**src/rtl/v5c_config_pkg.sv**
```systemverilog
// Shared types and constants for the Virtex-5 slave-serial configuration controller.
// Imported by the sequencer and its shifter.
package v5c_config_pkg;

    typedef enum logic [3:0] {
        ST_IDLE,
        ST_PROG,
        ST_WAIT_INIT_LO,
        ST_WAIT_INIT_HI,
        ST_LOAD,
        ST_SHIFT,
        ST_FLUSH,
        ST_DONE,
        ST_ERROR
    } state_t;

    localparam logic [1:0] ERR_NONE    = 2'd0;
    localparam logic [1:0] ERR_INIT_TO = 2'd1;
    localparam logic [1:0] ERR_CRC     = 2'd2;
    localparam logic [1:0] ERR_DONE    = 2'd3;

    localparam int BYTE_BITS = 8;

    function automatic logic is_busy(input state_t s);
        return !(s inside {ST_IDLE, ST_DONE, ST_ERROR});
    endfunction

endpackage

```
**src/rtl/v5c_config_shifter.sv**
```systemverilog
// Byte latch, bit counter and CCLK half-period divider.
// Serialises a byte MSB first, or free-runs CCLK with DIN high while flushing.
module v5c_config_shifter
    import v5c_config_pkg::*;
#(
    parameter int CLK_DIV = 2
) (
    input  logic       clk,
    input  logic       reset_n,
    input  logic       load,
    input  logic [7:0] data,
    input  logic       last_in,
    input  logic       shift_en,
    input  logic       flush_en,
    output logic       byte_done,
    output logic       period_done,
    output logic       last,
    output logic       cclk,
    output logic       din
);

    localparam int DW = (CLK_DIV > 1) ? $clog2(CLK_DIV) : 1;
    localparam logic [DW-1:0] DIV_LAST = DW'(CLK_DIV - 1);
    localparam logic [2:0] BIT_LAST = 3'(BYTE_BITS - 1);

    logic [DW-1:0] div_cnt;
    logic          phase;
    logic [2:0]    bit_cnt;
    logic [7:0]    sreg;
    logic          active;
    logic          half_end;

    assign active   = shift_en | flush_en;
    assign half_end = active && (div_cnt == DIV_LAST);

    // Divider/phase/bit counters; counters idle at zero so CCLK parks low.
    always_ff @(posedge clk or negedge reset_n) begin
        if (!reset_n) begin
            div_cnt <= '0;
            phase   <= 1'b0;
            bit_cnt <= '0;
            sreg    <= '0;
            last    <= 1'b0;
        end else if (load) begin
            sreg    <= data;
            last    <= last_in;
            div_cnt <= '0;
            phase   <= 1'b0;
            bit_cnt <= '0;
        end else if (!active) begin
            div_cnt <= '0;
            phase   <= 1'b0;
            bit_cnt <= '0;
        end else if (half_end) begin
            div_cnt <= '0;
            phase   <= ~phase;
            if (phase && shift_en) begin
                sreg    <= {sreg[6:0], 1'b0};
                bit_cnt <= bit_cnt + 1'b1;
            end
        end else begin
            div_cnt <= div_cnt + 1'b1;
        end
    end

    assign byte_done   = shift_en && half_end && phase && (bit_cnt == BIT_LAST);
    assign period_done = flush_en && half_end && phase;
    assign cclk        = active & phase;
    assign din         = flush_en | (shift_en & sreg[7]);

endmodule

```
**src/rtl/v5c_config_ctrl.sv**
```systemverilog
// Slave-serial configuration sequencer for the Virtex-5: PROG_B pulse,
// INIT_B handshake, byte serialisation and DONE wait.
module v5c_config_ctrl
    import v5c_config_pkg::*;
#(
    parameter int CLK_DIV      = 2,
    parameter int PROG_CYCLES  = 16,
    parameter int INIT_TIMEOUT = 65535,
    parameter int DONE_CLKS    = 1024,
    parameter int TIMER_W      = 16
) (
    input  logic       clk,
    input  logic       reset_n,
    input  logic       start,
    input  logic       abort,
    input  logic [7:0] data,
    input  logic       data_valid,
    input  logic       data_last,
    output logic       data_ready,
    output logic       v5c_prog_n,
    input  logic       v5c_init_n_o,
    input  logic       v5c_done,
    output logic       v5c_cclk_i,
    output logic       v5c_cclk_oe,
    output logic       v5c_din,
    output logic       busy,
    output logic       cfg_done,
    output logic       cfg_err,
    output logic [1:0] err_code
);

    localparam logic [TIMER_W-1:0] PROG_LAST = TIMER_W'(PROG_CYCLES - 1);
    localparam logic [TIMER_W-1:0] INIT_LAST = TIMER_W'(INIT_TIMEOUT - 1);
    localparam logic [TIMER_W-1:0] DONE_LAST = TIMER_W'(DONE_CLKS - 1);

    state_t             state_q;
    state_t             state_d;
    logic [TIMER_W-1:0] timer_q;
    logic [1:0]         err_q;
    logic [1:0]         err_d;
    logic [1:0]         init_sync;
    logic [1:0]         done_sync;
    logic               init_s;
    logic               done_s;
    logic               done_seen_q;
    logic               load;
    logic               shift_en;
    logic               flush_en;
    logic               byte_done;
    logic               period_done;
    logic               sh_last;

    // Two-flop synchronisers for the asynchronous INIT_B and DONE pins.
    always_ff @(posedge clk or negedge reset_n) begin
        if (!reset_n) begin
            init_sync <= 2'b11;
            done_sync <= 2'b00;
        end else begin
            init_sync <= {init_sync[0], v5c_init_n_o};
            done_sync <= {done_sync[0], v5c_done};
        end
    end

    assign init_s = init_sync[1];
    assign done_s = done_sync[1];

    // State and error-code registers.
    always_ff @(posedge clk or negedge reset_n) begin
        if (!reset_n) begin
            state_q <= ST_IDLE;
            err_q   <= ERR_NONE;
        end else begin
            state_q <= state_d;
            err_q   <= err_d;
        end
    end

    // Shared timer: restarts on every state change; counts CCLK periods in FLUSH.
    always_ff @(posedge clk or negedge reset_n) begin
        if (!reset_n) begin
            timer_q <= '0;
        end else if (state_d != state_q) begin
            timer_q <= '0;
        end else if (state_q == ST_FLUSH) begin
            if (period_done) begin
                timer_q <= timer_q + 1'b1;
            end
        end else if (is_busy(state_q)) begin
            timer_q <= timer_q + 1'b1;
        end
    end

    // Remember DONE seen mid-period so the running CCLK period can finish.
    always_ff @(posedge clk or negedge reset_n) begin
        if (!reset_n) begin
            done_seen_q <= 1'b0;
        end else if (state_q != ST_FLUSH) begin
            done_seen_q <= 1'b0;
        end else if (done_s) begin
            done_seen_q <= 1'b1;
        end
    end

    // Next-state and error-code selection; abort outranks everything.
    always_comb begin
        state_d = state_q;
        err_d   = err_q;
        load    = 1'b0;
        if (abort && is_busy(state_q)) begin
            state_d = ST_ERROR;
            err_d   = ERR_DONE;
        end else begin
            unique case (state_q)
                ST_IDLE, ST_DONE, ST_ERROR: begin
                    if (start) begin
                        state_d = ST_PROG;
                        err_d   = ERR_NONE;
                    end
                end
                ST_PROG: begin
                    if (timer_q == PROG_LAST) begin
                        state_d = ST_WAIT_INIT_LO;
                    end
                end
                ST_WAIT_INIT_LO: begin
                    if (!init_s) begin
                        state_d = ST_WAIT_INIT_HI;
                    end else if (timer_q == INIT_LAST) begin
                        state_d = ST_ERROR;
                        err_d   = ERR_INIT_TO;
                    end
                end
                ST_WAIT_INIT_HI: begin
                    if (init_s) begin
                        state_d = ST_LOAD;
                    end else if (timer_q == INIT_LAST) begin
                        state_d = ST_ERROR;
                        err_d   = ERR_INIT_TO;
                    end
                end
                ST_LOAD: begin
                    if (!init_s) begin
                        state_d = ST_ERROR;
                        err_d   = ERR_CRC;
                    end else if (data_valid) begin
                        load    = 1'b1;
                        state_d = ST_SHIFT;
                    end
                end
                ST_SHIFT: begin
                    if (!init_s) begin
                        state_d = ST_ERROR;
                        err_d   = ERR_CRC;
                    end else if (byte_done) begin
                        state_d = sh_last ? ST_FLUSH : ST_LOAD;
                    end
                end
                ST_FLUSH: begin
                    if (!init_s) begin
                        state_d = ST_ERROR;
                        err_d   = ERR_CRC;
                    end else if (period_done) begin
                        if (done_seen_q || done_s) begin
                            state_d = ST_DONE;
                        end else if (timer_q == DONE_LAST) begin
                            state_d = ST_ERROR;
                            err_d   = ERR_DONE;
                        end
                    end
                end
                default: begin
                    state_d = ST_IDLE;
                end
            endcase
        end
    end

    assign shift_en = (state_q == ST_SHIFT);
    assign flush_en = (state_q == ST_FLUSH);

    v5c_config_shifter #(
        .CLK_DIV(CLK_DIV)
    ) u_shifter (
        .clk        (clk),
        .reset_n    (reset_n),
        .load       (load),
        .data       (data),
        .last_in    (data_last),
        .shift_en   (shift_en),
        .flush_en   (flush_en),
        .byte_done  (byte_done),
        .period_done(period_done),
        .last       (sh_last),
        .cclk       (v5c_cclk_i),
        .din        (v5c_din)
    );

    assign v5c_prog_n  = (state_q != ST_PROG);
    assign v5c_cclk_oe = state_q inside {ST_LOAD, ST_SHIFT, ST_FLUSH};
    assign data_ready  = (state_q == ST_LOAD);
    assign busy        = is_busy(state_q);
    assign cfg_done    = (state_q == ST_DONE);
    assign cfg_err     = (state_q == ST_ERROR);
    assign err_code    = err_q;

endmodule

```
**config.mk**
```make
export PLATFORM = sky130hd
export DESIGN_NAME = v5c_config_ctrl
export DESIGN_NICKNAME = d
export VERILOG_FILES = /design/src/rtl/v5c_config_pkg.sv /design/src/rtl/v5c_config_shifter.sv /design/src/rtl/v5c_config_ctrl.sv
export SDC_FILE = /design/constraint.sdc
export NUM_CORES = 1
export LEC_CHECK = 0
export ABC_CLOCK_PERIOD_IN_PS = 5550
export CAP_MARGIN = 5
export CORE_MARGIN = 4
export CORE_UTILIZATION = 68
export DETAILED_ROUTE_END_ITERATION = 8
export DONT_BUFFER_PORTS = 1
export PLACE_DENSITY = 0.84
export SLEW_MARGIN = 20
export SYNTH_ARGS = -nofsm -noshare
export SYNTH_HDL_FRONTEND = slang
export SYNTH_SLANG_ARGS = --single-unit
```
**constraint.sdc**
```tcl
create_clock -name clk -period 5.55 [get_ports clk]
set_input_delay 1.11 -clock clk [delete_from_list [all_inputs] [get_ports clk]]
set_output_delay 1.11 -clock clk [all_outputs]
set_load 0.01 [all_outputs]
```
# Yosys cells after proc, flatten, opt, wreduce, memory -nomap -nowiden
# Cells that the tools add are included.
[word_totals]
register_bits = 41
latchBits = 0
mem_bits_rw = 0
mem_bits_ro = 0
output_inout_bits = 10
word_cells = 120
n_memories = 0
[classes]
add_sub_neg = 3
multipliers = 0
div = 0
n_lt_le_gt_ge = 0
n_eq_ne = 26
n_shift = 0
n_mux = 51
n_bitwise = 5
reduce_logical = 24
[ops]
columns = ["operator", "n"]
rows = [
  ["2-to-1 mux 16 bit", 4],
  ["2-to-1 mux 4 bit", 14],
  ["2-to-1 mux 8 bit", 4],
  ["one-hot mux 4 bit (7 select lines)", 1],
  ["2-to-1 mux 2 bit", 11],
  ["inequality test 3 bit (second input constant)", 6],
  ["adder 16 x 1 -> 16 bit (second input constant)", 1],
  ["equality test 16 x 10 -> 1 bit (second input constant)", 1],
  ["equality test 16 bit (second input constant)", 1],
  ["equality test 16 x 4 -> 1 bit (second input constant)", 1],
  ["equality test 4 x 3 -> 1 bit (second input constant)", 4],
  ["2-to-1 mux 1 bit", 12],
  ["2-to-1 mux 3 bit", 4],
  ["inequality test 4 bit (second input constant)", 3],
  ["one-hot mux 2 bit (5 select lines)", 1],
  ["equality test 4 x 2 -> 1 bit (second input constant)", 2],
  ["logical AND 1 bit", 8],
  ["AND reduction 8 bit", 1],
  ["nonzero test 2 bit", 4],
  ["inequality test 3 x 2 -> 1 bit (second input constant)", 2],
  ["nonzero test 3 bit", 2],
  ["nonzero test 6 bit", 1],
  ["equality test 4 x 1 -> 1 bit (second input constant)", 1],
  ["equality test 4 bit (second input constant)", 1],
  ["16 further kinds", 19],
]

# Depth between registers and ports, before layout
[logic_depth]
depth_word = 13
depth_mapped = 9
mapped_depth_nobuf = 8

# Modules after synthesis
# From an unflattened synthesis, not the netlist that was laid out.
[unflattened]
hier_cells = 305
area_unflattened_um2 = 2701.3
[modules_own_cells]
columns = ["module", "instances", "cells_per_inst", "area_each_um2", "seq_area_each_um2"]
rows = [
  ["v5c_config_ctrl", 1, 234, 2026.9, 678.2],
  ["v5c_config_shifter", 1, 71, 674.4, 350.3],
]

# Worst setup path after synthesis
# OpenSTA, ideal clock, no wires.
[synth_timing]
kind = "in2reg"
from = "in abort"
to = "reg timer_q[1]"
arrival_time_ns = 2.534
required_ns = 5.469
slack_ns = 2.935
path_stages = 7
path_cell_list = "clkbuf_1 -> o21ai_0 -> o22ai_1 -> nor4_1 -> o221ai_4 -> buf_6 -> nor3_4"
[synth_via]
elab_chain_cells = 5
[synth_lines]
columns = ["item", "line", "rtl"]
rows = [
  ["start, declared", "v5c_config_ctrl.sv:15", "input logic abort,"],
  ["logical AND 1 bit *", "v5c_config_ctrl.sv:109", "if (abort && is_busy(state_q)) begin"],
  ["2-to-1 mux 4 bit *", "v5c_config_ctrl.sv:109", ""],
  ["inequality test 4 bit *", "v5c_config_ctrl.sv:82", "end else if (state_d != state_q) begin"],
  ["inequality test 3 x 2 -> 1 bit (no line) or inequality test 3 bit (tied branches)", "n/a", ""],
  ["AND reduction 2 bit (no line)", "n/a", ""],
  ["end signal, assigned", "v5c_config_ctrl.sv:86", "timer_q <= timer_q + 1'b1;"],
  ["end signal, assigned", "v5c_config_ctrl.sv:89", "timer_q <= timer_q + 1'b1;"],
  ["end, declared", "v5c_config_ctrl.sv:38", "logic [TIMER_W-1:0] timer_q;"],
]
# Every way passes the cells marked *; elsewhere a longest branch is shown, timed or not.
# A chain may end at the register's enable or synchronous reset.

# Final worst setup path
[layout_timing]
from = "reg state_q[1]"
to = "out cfg_err"
[layout_via]
elab_chain_cells = 1
[layout_lines]
columns = ["item", "line", "rtl"]
rows = [
  ["start, declared", "v5c_config_ctrl.sv:36", "state_t state_q;"],
  ["start signal, assigned", "v5c_config_ctrl.sv:73", "state_q <= state_d;"],
  ["equality test 4 bit", "v5c_config_ctrl.sv:203", "assign cfg_err = (state_q == ST_ERROR);"],
  ["end, declared", "v5c_config_ctrl.sv:28", "output logic cfg_err,"],
]
# No other way between the ends.

==> out/results.ini <==
[placed_design]
place.gp.congestion = 0.891
portBuffers = 0
dp_hpwl_um = 4150

[clock_network]
cts_hold_buf = 0
cts_sinks = 41
cts-root-buf = clkbuf_8
post-cts-setup-buffers = 0
htree_levels = 2
insertion_delay_ns = 0.30
clk_pin_slew_worst_paths_ns = 0.08
cts_buffers = 5
cts_max_path_buffers = 2
cts_resized = 0
cts_tree = built

[power_and_ir_drop]
p_seq_share_pct = 45.8
p_int_w = 0.000504
irDropWorstVdd_v = 0.000214
power_w = 0.000825
power.combinational.fraction_pct = 30.1
swShare_pct = 39.0
power_frac_clock_pct = 24.1
power_density_nw_per_um2 = 299
p_switching_w = 0.000322
leakage_nw = 1.13

[worst_setup_path]
required_ns = 4.44
r2r_slack_ns = 2.56
startpoint_type = flop
end_kind = output pin
reg2reg_from = state_q[1]
critPathTopFamily = simple AND/OR/NAND/NOR gates
rr_endpoint = timer_q[0]
path_cells = nor3_1 -> nand2_1 -> inv_1
cp_data_arrival_time_ns = 2.09
cpMaxStageDelayCell = nor3_1
worst-path-max-fanout = 25
max_stage_delay_ns = 0.79
critPathKind = reg2out
worstRegToRegCells = 6
cp.buffers_inverters = 1

[layout]
final_layout_size_suffix_gt1_share_pct = 14.7
final_cell_mix = nand2_1 (41), dfrtp_1 (39), nor2_1 (22)
syn_to_final_growth_pct = 3.56
layout_commonest_cell = nand2_1
fill_cells = 278
fin_nets = 305
antenna_cells = 0

[route]
wirelength_um = 5920
viasPerCell = 6.54
wl_met2_um = 2850
wl_per_cell_um = 17.7
dr_total_vias = 2183
drt_pass1_iterations = 4
wl_met3_um = 396
drc = 0
dr.first_iter.drc_count = 215
maxUsedRoutingLayer = met4
met1Wirelength_um = 2580
ant_nets = 0

[synth]
avgSynthCellArea_sq_um = 9.17
synth-seq-area-share_pct = 38.6
yosysUniqueCellTypes = 64
syn_inst = 291
yosys_register_bits = 41
synthesis.nets = 311
async_flop_share_pct = 100
synthesis.area_sq_um = 2670
ys.flop_type = dfrtp_1
synth_edf_count = 0
synth-warning-count = 0

[timing]
hold_violations = 0
tightest_slew_ns = 1.09
clock.fmax_mhz = 313
slew_violations = 0
setup_viol = 0
layout_min_cycle_time_ns = 3.20
rsz0062_at_grt = no
skew_ns = 0.0129
tns_ns = 0
slew_headroom_pct = 25.8
fin_crit_sh_pct = 57.6

[floorplan]
dieWidth_um = 70.6
row_count = 22
dieArea_sq_um = 4990
fp.dieH_um = 70.6
io_pins = 26
initial_core_util_pct = 71.8
coreArea_sq_um = 3720

[global_route]
grt_start_max_net_pins = 42
track_usage_pct = 25.2
grt_pass1_wl_um = 10000
antenna_found_initial = 0
grt_pass1_vias = 2072
overflow = 0

[hold_path]
holdPathEnd = init_sync[1]
hold_path.class = reg2reg
whs_path_depth = 0
hp-start = init_sync[0]

[flow_run]
maxCapViolations = 0

[outcome]
outcome = complete, no violations

==> worst reg2reg max path, stage by stage, from the launching register on <==
cell      delay (ns)
dfrtp_1         0.67
nor3_1          0.79
nand2_1         0.19
o22ai_1         0.30
nor4_1          0.13
o221ai_4        0.61
nor3_1          0.15
==> cell families (layout without fill, tap and decap cells) <==
group | Yosys count | after routing | synth area share (%)
simple gates | 144 | 144 | 30.4
compound gates | 56 | 56 | 17.1
flops | 41 | 41 | 38.6
buf+inv | 23 | 18 | 4.17
xor+xnor | 18 | 18 | 5.91
mux | 5 | 5 | 1.97
fa+ha+maj | 4 | 4 | 1.88
==> final cells by class <==
type	count	area (sq um)	area share [%]
tap	48	60.1	2.17
timing repair buffer	3	22.5	0.815
sequential	41	1030	37.2
clock inverter	3	22.5	0.815
multi-input combinational	227	1530	55.5
inverter	7	26.3	0.951
clock buffer	5	68.8	2.49
==> power groups by stage <==
| stage | Combinational (W) | Clock [W] | Sequential, W |
|---|---|---|---|
| after detailed placement | 0.000248 | 0 | 0.000382 |
| after CTS | 0.000248 | 0.000204 | 0.000376 |
| after global placement | 0.000242 | 0 | 0.000381 |
| after floorplan | 0.000251 | 0 | 0.000349 |
| final | 0.000248 | 0.000199 | 0.000378 |
| after global routing | 0.000274 | 0.000217 | 0.000383 |
==> synthesized netlist by cell type, types with 5 or more instances <==
master | number | area, sq um
nand2_1 | 41 | 154
dfrtp_1 | 39 | 976
nor2_1 | 22 | 82.6
nor3_1 | 15 | 75.1
nand3_1 | 12 | 60.1
a21oi_1 | 11 | 55.1
xnor2_1 | 10 | 87.6
nand2b_1 | 9 | 56.3
nor3_2 | 9 | 90.1
xor2_1 | 8 | 70.1
a22oi_1 | 7 | 52.6
clkbuf_1 | 7 | 26.3
inv_1 | 7 | 26.3
nor4_1 | 6 | 37.5
buf_2 | 5 | 25.0
==> per-layer routing <==
metal  track usage, %  up-vias
li1                 -     1045
met1             34.6     1033
met2             39.7       90
met3             5.82       15
met4             8.14        0
met5                0        -
==> how the worst max path moves through the flow <==
stage / to / from / cells past startpoint
CTS: cfg_err / state_q[1] / 3
detailed placement: timer_q[13] / state_q[1] / 6
global placement: timer_q[12] / state_q[1] / 6
finish: cfg_err / state_q[1] / 3
global route: cfg_err / state_q[1] / 3
floorplan: timer_q[1] / abort / 7
==> registers in the layout (all words and copies together) (netlist names), 2 cells and up <==
| signal | flops |
|---|---|
| timer_q | 16 |
| u_shifter.sreg | 8 |
| state_q | 4 |
| u_shifter.bit_cnt | 3 |
| done_sync | 2 |
| err_code | 2 |
| init_sync | 2 |
==> per-stage QoR <==
| step | cells | hold WS (ns) | util [%] | setup slack, ns | cell area [sq um] |
|---|---|---|---|---|---|
| after detailed placement | 326 | 0.349 | 71.9 | 2.58 | 2670 |
| after floorplan | 291 | 0.331 | - | 2.93 | 2670 |
| after CTS | 334 | 0.361 | 74.3 | 2.34 | 2760 |
| after global routing | 334 | 0.372 | 74.3 | 2.16 | 2760 |
| final | 334 | 0.359 | 74.3 | 2.35 | 2760 |
| after global placement | 326 | 0.333 | 71.9 | 2.73 | 2670 |
(Power assumes the default switching activity.)
